**config.mk**
```make
export PLATFORM = sky130hd
export DESIGN_NAME = magic_pipe
export DESIGN_NICKNAME = d
export VERILOG_FILES = /design/src/rtl/magic_pipe.sv
export SDC_FILE = /design/constraint.sdc
export NUM_CORES = 1
export LEC_CHECK = 0
export BUFFER_PORTS_ARGS = -buffer_cell sky130_fd_sc_hd__buf_4
export CAP_MARGIN = 20
export CORE_ASPECT_RATIO = 1.5
export CORE_MARGIN = 3
export CORE_UTILIZATION = 59
export CTS_CLUSTER_SIZE = 40
export DETAILED_ROUTE_END_ITERATION = 16
export GPL_TIMING_DRIVEN = 0
export HOLD_SLACK_MARGIN = 0.03
export PLACE_DENSITY_LB_ADDON = 0.05
export SLEW_MARGIN = 20
export SYNTH_ARGS = -nofsm -noshare
export SYNTH_HDL_FRONTEND = slang
export SYNTH_SLANG_ARGS = --single-unit
```
**constraint.sdc**
```tcl
create_clock -name clk -period 2 [get_ports clk]
set_input_delay 0.3 -clock clk [delete_from_list [all_inputs] [get_ports clk]]
set_output_delay 0.3 -clock clk [all_outputs]
set_load 0.005 [all_outputs]
```
**src/rtl/magic_pipe.sv**
```systemverilog
// magic_pipe: STAGES-deep mixing pipeline. Each stage applies XOR, rotate-left,
// add or invert to the word, selected by a 2-bit key slice of the original
// input word. Valid/ready flow control with bubble collapse and full backpressure.
// Optional feature macro: MAGIC_PIPE_MATCH_EN adds the match output, the EXPECT
// parameter and a sticky match_seen probe.
module magic_pipe #(
   parameter int unsigned      WIDTH  = 8,
   parameter int unsigned      STAGES = 4,
   parameter logic [WIDTH-1:0] SALT   = WIDTH'(8'h5A)
`ifdef MAGIC_PIPE_MATCH_EN
   ,
   parameter logic [WIDTH-1:0] EXPECT = '0
`endif
) (
   input  logic             clk,
   input  logic             rst,
   input  logic             in_valid,
   output logic             in_ready,
   input  logic [WIDTH-1:0] in_data,
   output logic             out_valid,
   input  logic             out_ready,
   output logic [WIDTH-1:0] out_data
`ifdef MAGIC_PIPE_MATCH_EN
   ,
   output logic             match
`endif
);

   // The key word is only needed by downstream stages, so the last stage keeps none.
   localparam int unsigned KN = (STAGES > 1) ? STAGES - 1 : 1;

   logic [STAGES-1:0] v_q, v_d;
   logic [WIDTH-1:0]  d_q [STAGES];
   logic [WIDTH-1:0]  d_d [STAGES];
   logic [WIDTH-1:0]  k_q [KN];
   logic [WIDTH-1:0]  k_d [KN];
   logic [STAGES:0]   rdy;

   // Ready chain, per-stage operation select and next-state for every stage register.
   always_comb begin
      logic             r;
      logic             up_v [STAGES];
      logic [WIDTH-1:0] up_d [STAGES];
      logic [WIDTH-1:0] up_k [STAGES];
      logic [WIDTH-1:0] x;
      logic [WIDTH-1:0] cs;
      logic [WIDTH-1:0] res;
      logic [1:0]       kv;

      rdy         = '0;
      rdy[STAGES] = out_ready;
      r           = out_ready;
      for (int unsigned i = 0; i < STAGES; i++) begin
         r                = ~v_q[STAGES-1-i] | r;
         rdy[STAGES-1-i]  = r;
      end

      up_v[0] = in_valid;
      up_d[0] = in_data;
      up_k[0] = in_data;
      for (int unsigned s = 1; s < STAGES; s++) begin
         up_v[s] = v_q[s-1];
         up_d[s] = d_q[s-1];
         up_k[s] = k_q[s-1];
      end

      v_d = v_q;
      for (int unsigned s = 0; s < STAGES; s++) begin
         x  = up_d[s];
         kv = up_k[s][(2*s) % WIDTH +: 2];
         cs = SALT + WIDTH'(s);
         case (kv)
            2'd0:    res = x ^ cs;
            2'd1:    res = {x[WIDTH-2:0], x[WIDTH-1]};
            2'd2:    res = x + cs;
            default: res = ~x;
         endcase
         v_d[s] = rdy[s] ? up_v[s] : v_q[s];
         d_d[s] = (rdy[s] & up_v[s]) ? res : d_q[s];
      end

      for (int unsigned s = 0; s < KN; s++) begin
         k_d[s] = (rdy[s] & up_v[s]) ? up_k[s] : k_q[s];
      end
   end

   // Stage registers; reset discards every word in flight.
   always_ff @(posedge clk or negedge rst) begin
      if (!rst) begin
         v_q <= '0;
         for (int unsigned s = 0; s < STAGES; s++) d_q[s] <= '0;
         for (int unsigned s = 0; s < KN; s++)     k_q[s] <= '0;
      end else begin
         v_q <= v_d;
         for (int unsigned s = 0; s < STAGES; s++) d_q[s] <= d_d[s];
         for (int unsigned s = 0; s < KN; s++)     k_q[s] <= k_d[s];
      end
   end

   // Handshake outputs; in_ready is forced low while reset is asserted.
   always_comb begin
      in_ready  = rdy[0] & rst;
      out_valid = v_q[STAGES-1];
      out_data  = d_q[STAGES-1];
   end

`ifdef MAGIC_PIPE_MATCH_EN
   logic sticky_q, sticky_d;
   logic match_seen;

   // Output compare and sticky record of any accepted matching word.
   always_comb begin
      match      = out_valid & (out_data == EXPECT);
      sticky_d   = sticky_q | (match & out_ready);
      match_seen = sticky_q | match;
   end

   // Sticky match bit, cleared only by reset.
   always_ff @(posedge clk or negedge rst) begin
      if (!rst) sticky_q <= 1'b0;
      else      sticky_q <= sticky_d;
   end
`endif

endmodule

```
==> out/qor.csv <==
stage,metric,value,unit
run_status,status,completed,
worst_setup_path,Crit Path Class,reg -> out,
clock_network,CTS buffer count,5,
routing,Post-Route WL,6472,um
sta,Worst Skew,0.01220,ns
clock_network,CTS resizes,0,
worst_setup_path,"CP delay by family, top",simple AND/OR/NAND/NOR gates,
routing,DRT antenna net count,0,
floorplanning,I/O pin cnt,22,
yosys,number of synthesis warnings,0,
sta,max_slew headroom,61.68,%
min_path,Hold Path Class,in -> async,
final_layout,post-route cell area,0.003318,mm2
global_routing,initial antenna violation count,0,
yosys,sequential-to-total area share from yosys stat,40.46,%
place,HPWL after DPL,4855,um
final_layout,Final Core Density,68.44,%
sta,Final WS setup,0.2049,ns
power_and_ir_drop,Peak VDD IR,0.0005503,V
yosys,Mean Syn Cell Area,8.656,um2
yosys,syn nets,359,
sta,total negative setup slack,0,ns
worst_setup_path,Worst EP required,1.70,ns
place,dpl cells,429,
sta,Final period util,89.76,%
yosys,Mapped Area,0.002969,mm2
worst_setup_path,startpoint types,flop,
worst_setup_path,crit-path cells,"nand4b_1, or2_2, and2_1, buf_4",
worst_setup_path,critical path arrival,1.50,ns
global_routing,grt ovf,0,
floorplanning,Die Y,92.88,um
yosys,Synth Flop Type,dfrtp_1,
worst_setup_path,Buf/Inv on CP,1,
power_and_ir_drop,Pleak,1.443,nW
job,Max Cap Viol,0,
place,Buffers on Ports,20,
worst_setup_path,WP depth,4,
sta,actual slew at the worst max-slew pin,0.5710,ns
sta,Final Hold Viols,0,
final_layout,Post-Layout Cell Count,439,
place,pre-CTS WS,0.2328,ns
yosys,synthesized flop and latch total,48,
global_routing,first-pass GRT wire length,11300,um
final_layout,Fillers,430,
routing,drc violations,0,
floorplanning,Total Die Area,0.005937,mm2
final_layout,synth-to-layout area growth,11.76,%
sta,endpoints failing setup,0,
yosys,"FFs w/ async S/R, synth",100.0,%
clock_network,Bufs on Longest Clock Path,2,
routing,via/cell ratio,5.866,
floorplanning,Die Wd,63.92,um
yosys,Netlist cell types,48,
worst_setup_path,crit end category,primary output,
clock_network,clock slew at reported path FFs,0.09,ns
routing,Initial DRC Count,125,
sta,RSZ-0062 raised after global routing,false,
final_layout,share of cells above drive strength 1,16.62,%
clock_network,"Clk Latency, worst-skew pair",0.31,ns
routing,drt pass-1 iters,4,
clock_network,CTS Sinks,48,
routing,WL/cell,14.74,um
floorplanning,starting density of the core,61.24,%
final_layout,Final nets,389,
worst_setup_path,Slowest Stage Delay on Critical Path,0.40,ns
yosys,Cells after Synth,343,
yosys,"EDFF count, synth",0,
power_and_ir_drop,pwr/cell area,1170,mW/mm2
place,global placer's final weighted congestion,0.8945,
place,cell area after placement,0.003202,mm2
floorplanning,core area,0.004848,mm2
clock_network,Post-CTS Setup Repair Bufs,0,
sta,"Slew Viols, Final",0,
sta,Max Clk Rate,557.1,MHz
global_routing,vias in the first global route,2529,
global_routing,largest net degree at the start of global routing,27,
sta,Tmin final,1.795,ns
clock_network,clock root cell,clkbuf_8,
worst_setup_path,"Max FO, Critical Path",5,
routing,Vias,2575,
worst_setup_path,"Slowest-stage cell, CP",dfrtp_1,
final_layout,number of diodes,0,
clock_network,CTS tree,yes,
global_routing,GRT Util Overall,24.25,%
worst_setup_path,r2r setup slk,0.27,ns
clock_network,H-Tree Depth,2,
floorplanning,Row Count,31,
worst_setup_path,Reg2Reg Depth,4,
registers in the layout (all words and copies together), names as in the netlist:
signal and flops:
out_data 8, k_q 12, v_q 4, d_q 24
through the flow:
step / power [mW] / hold WS (ns)
after detailed placement: 3.334 / 0.3568
after global placement: 3.255 / 0.3532
final: 3.883 / 0.08882
after floorplan: 2.817 / 0.004409
after CTS: 3.899 / 0.1884
after global routing: 4.206 / 0.1322
synthesized netlist by cell type, drive strengths merged, types with 3 or more instances:
library cell / instances / area [um2]
o22ai: 3 / 18.77
o41ai: 3 / 26.28
or2: 4 / 25.02
a211oi: 11 / 82.58
mux2: 10 / 112.6
nor3: 6 / 30.03
o21ai: 42 / 214.0
nor4: 3 / 18.77
a21boi: 4 / 30.03
nand2: 51 / 191.4
ha: 4 / 50.05
buf: 17 / 105.1
o211ai: 3 / 22.52
inv: 12 / 45.04
mux2i: 9 / 90.09
nor2: 15 / 56.30
o31ai: 13 / 97.59
a21o: 4 / 30.03
dfrtp: 48 / 1201
clkbuf: 12 / 45.04
a21oi: 13 / 65.06
nor2b: 12 / 75.07
nand2b: 14 / 87.58
timing repair:
| action | in CTS | in global routing |
|---|---|---|
| hold endpoints to repair | 22 | 0 |
| hold buffers | 3 | 0 |
| setup endpoints to repair | 0 | 0 |
path summary, 6_finish.rpt:
check / to / start
max reg2reg: out_data[7] / d_q[8]
min: out_data[6] / rst
max: in_ready / v_q[2]
max in group asynchronous: d_q[8] / rst
min reg2reg: out_data[0] / out_data[0]
min in group clk: v_q[0] / in_valid
cells by family (layout without fill, tap and decap cells):
| logic type | after synthesis | in the layout | synth area share, % |
|---|---|---|---|
| adders and majority gates | 4 | 4 | 1.686 |
| DFF | 48 | 48 | 40.46 |
| AOI/OAI and AO/OA | 112 | 112 | 24.86 |
| and+or+nand+nor | 117 | 117 | 19.00 |
| xor gates and xnor gates | 2 | 2 | 0.5901 |
| buffers and inverters | 41 | 71 | 6.574 |
| muxes | 19 | 19 | 6.827 |
area by class of cell:
cell class	count	area, um2	share of cell area, %
flip-flops and latches	48	1201	36.20
clock inverters	2	12.51	0.3771
repair buffers	23	185.2	5.581
well taps	66	82.58	2.489
multi-input cells	254	1573	47.40
plain buffers	29	150.1	4.525
clock buffers	5	68.82	2.074
inverters	12	45.04	1.357
power by group:
group	internal (mW)	switching, mW	leakage (nW)
Sequential	1.27	0.355	0.576
Clock	0.237	0.324	0.0400
Combinational	0.853	0.840	0.827
routing by layer:
| metal | up-vias | wire, um | global-route usage (%) |
|---|---|---|---|
| li1 | 1283 | - | - |
| met1 | 1233 | 2322 | 24.39 |
| met2 | 49 | 3850 | 47.63 |
| met3 | 10 | 161 | 3.398 |
| met4 | 0 | 137 | 10.63 |
| met5 | - | 0 | 0 |
placed cells by master (no fill, tap or decap), types with 6 or more instances in the layout:
cell	n
buf_4	28
dfrtp_1	48
nor2_1	15
o31ai_1	13
buf_2	10
nand2b_1	14
mux2_2	10
o21ai_0	40
mux2i_1	9
nand2_1	51
a211oi_1	11
nor3_1	6
nor2b_1	12
a21oi_1	13
clkbuf_1	12
inv_1	12
worst reg2reg max path, delay by kind of cell, from the launching register on:
family             cells  cell delay (ns)
AOI/OAI and AO/OA      4             1.14
DFF                    1             0.47
(Power assumes the default switching activity.)
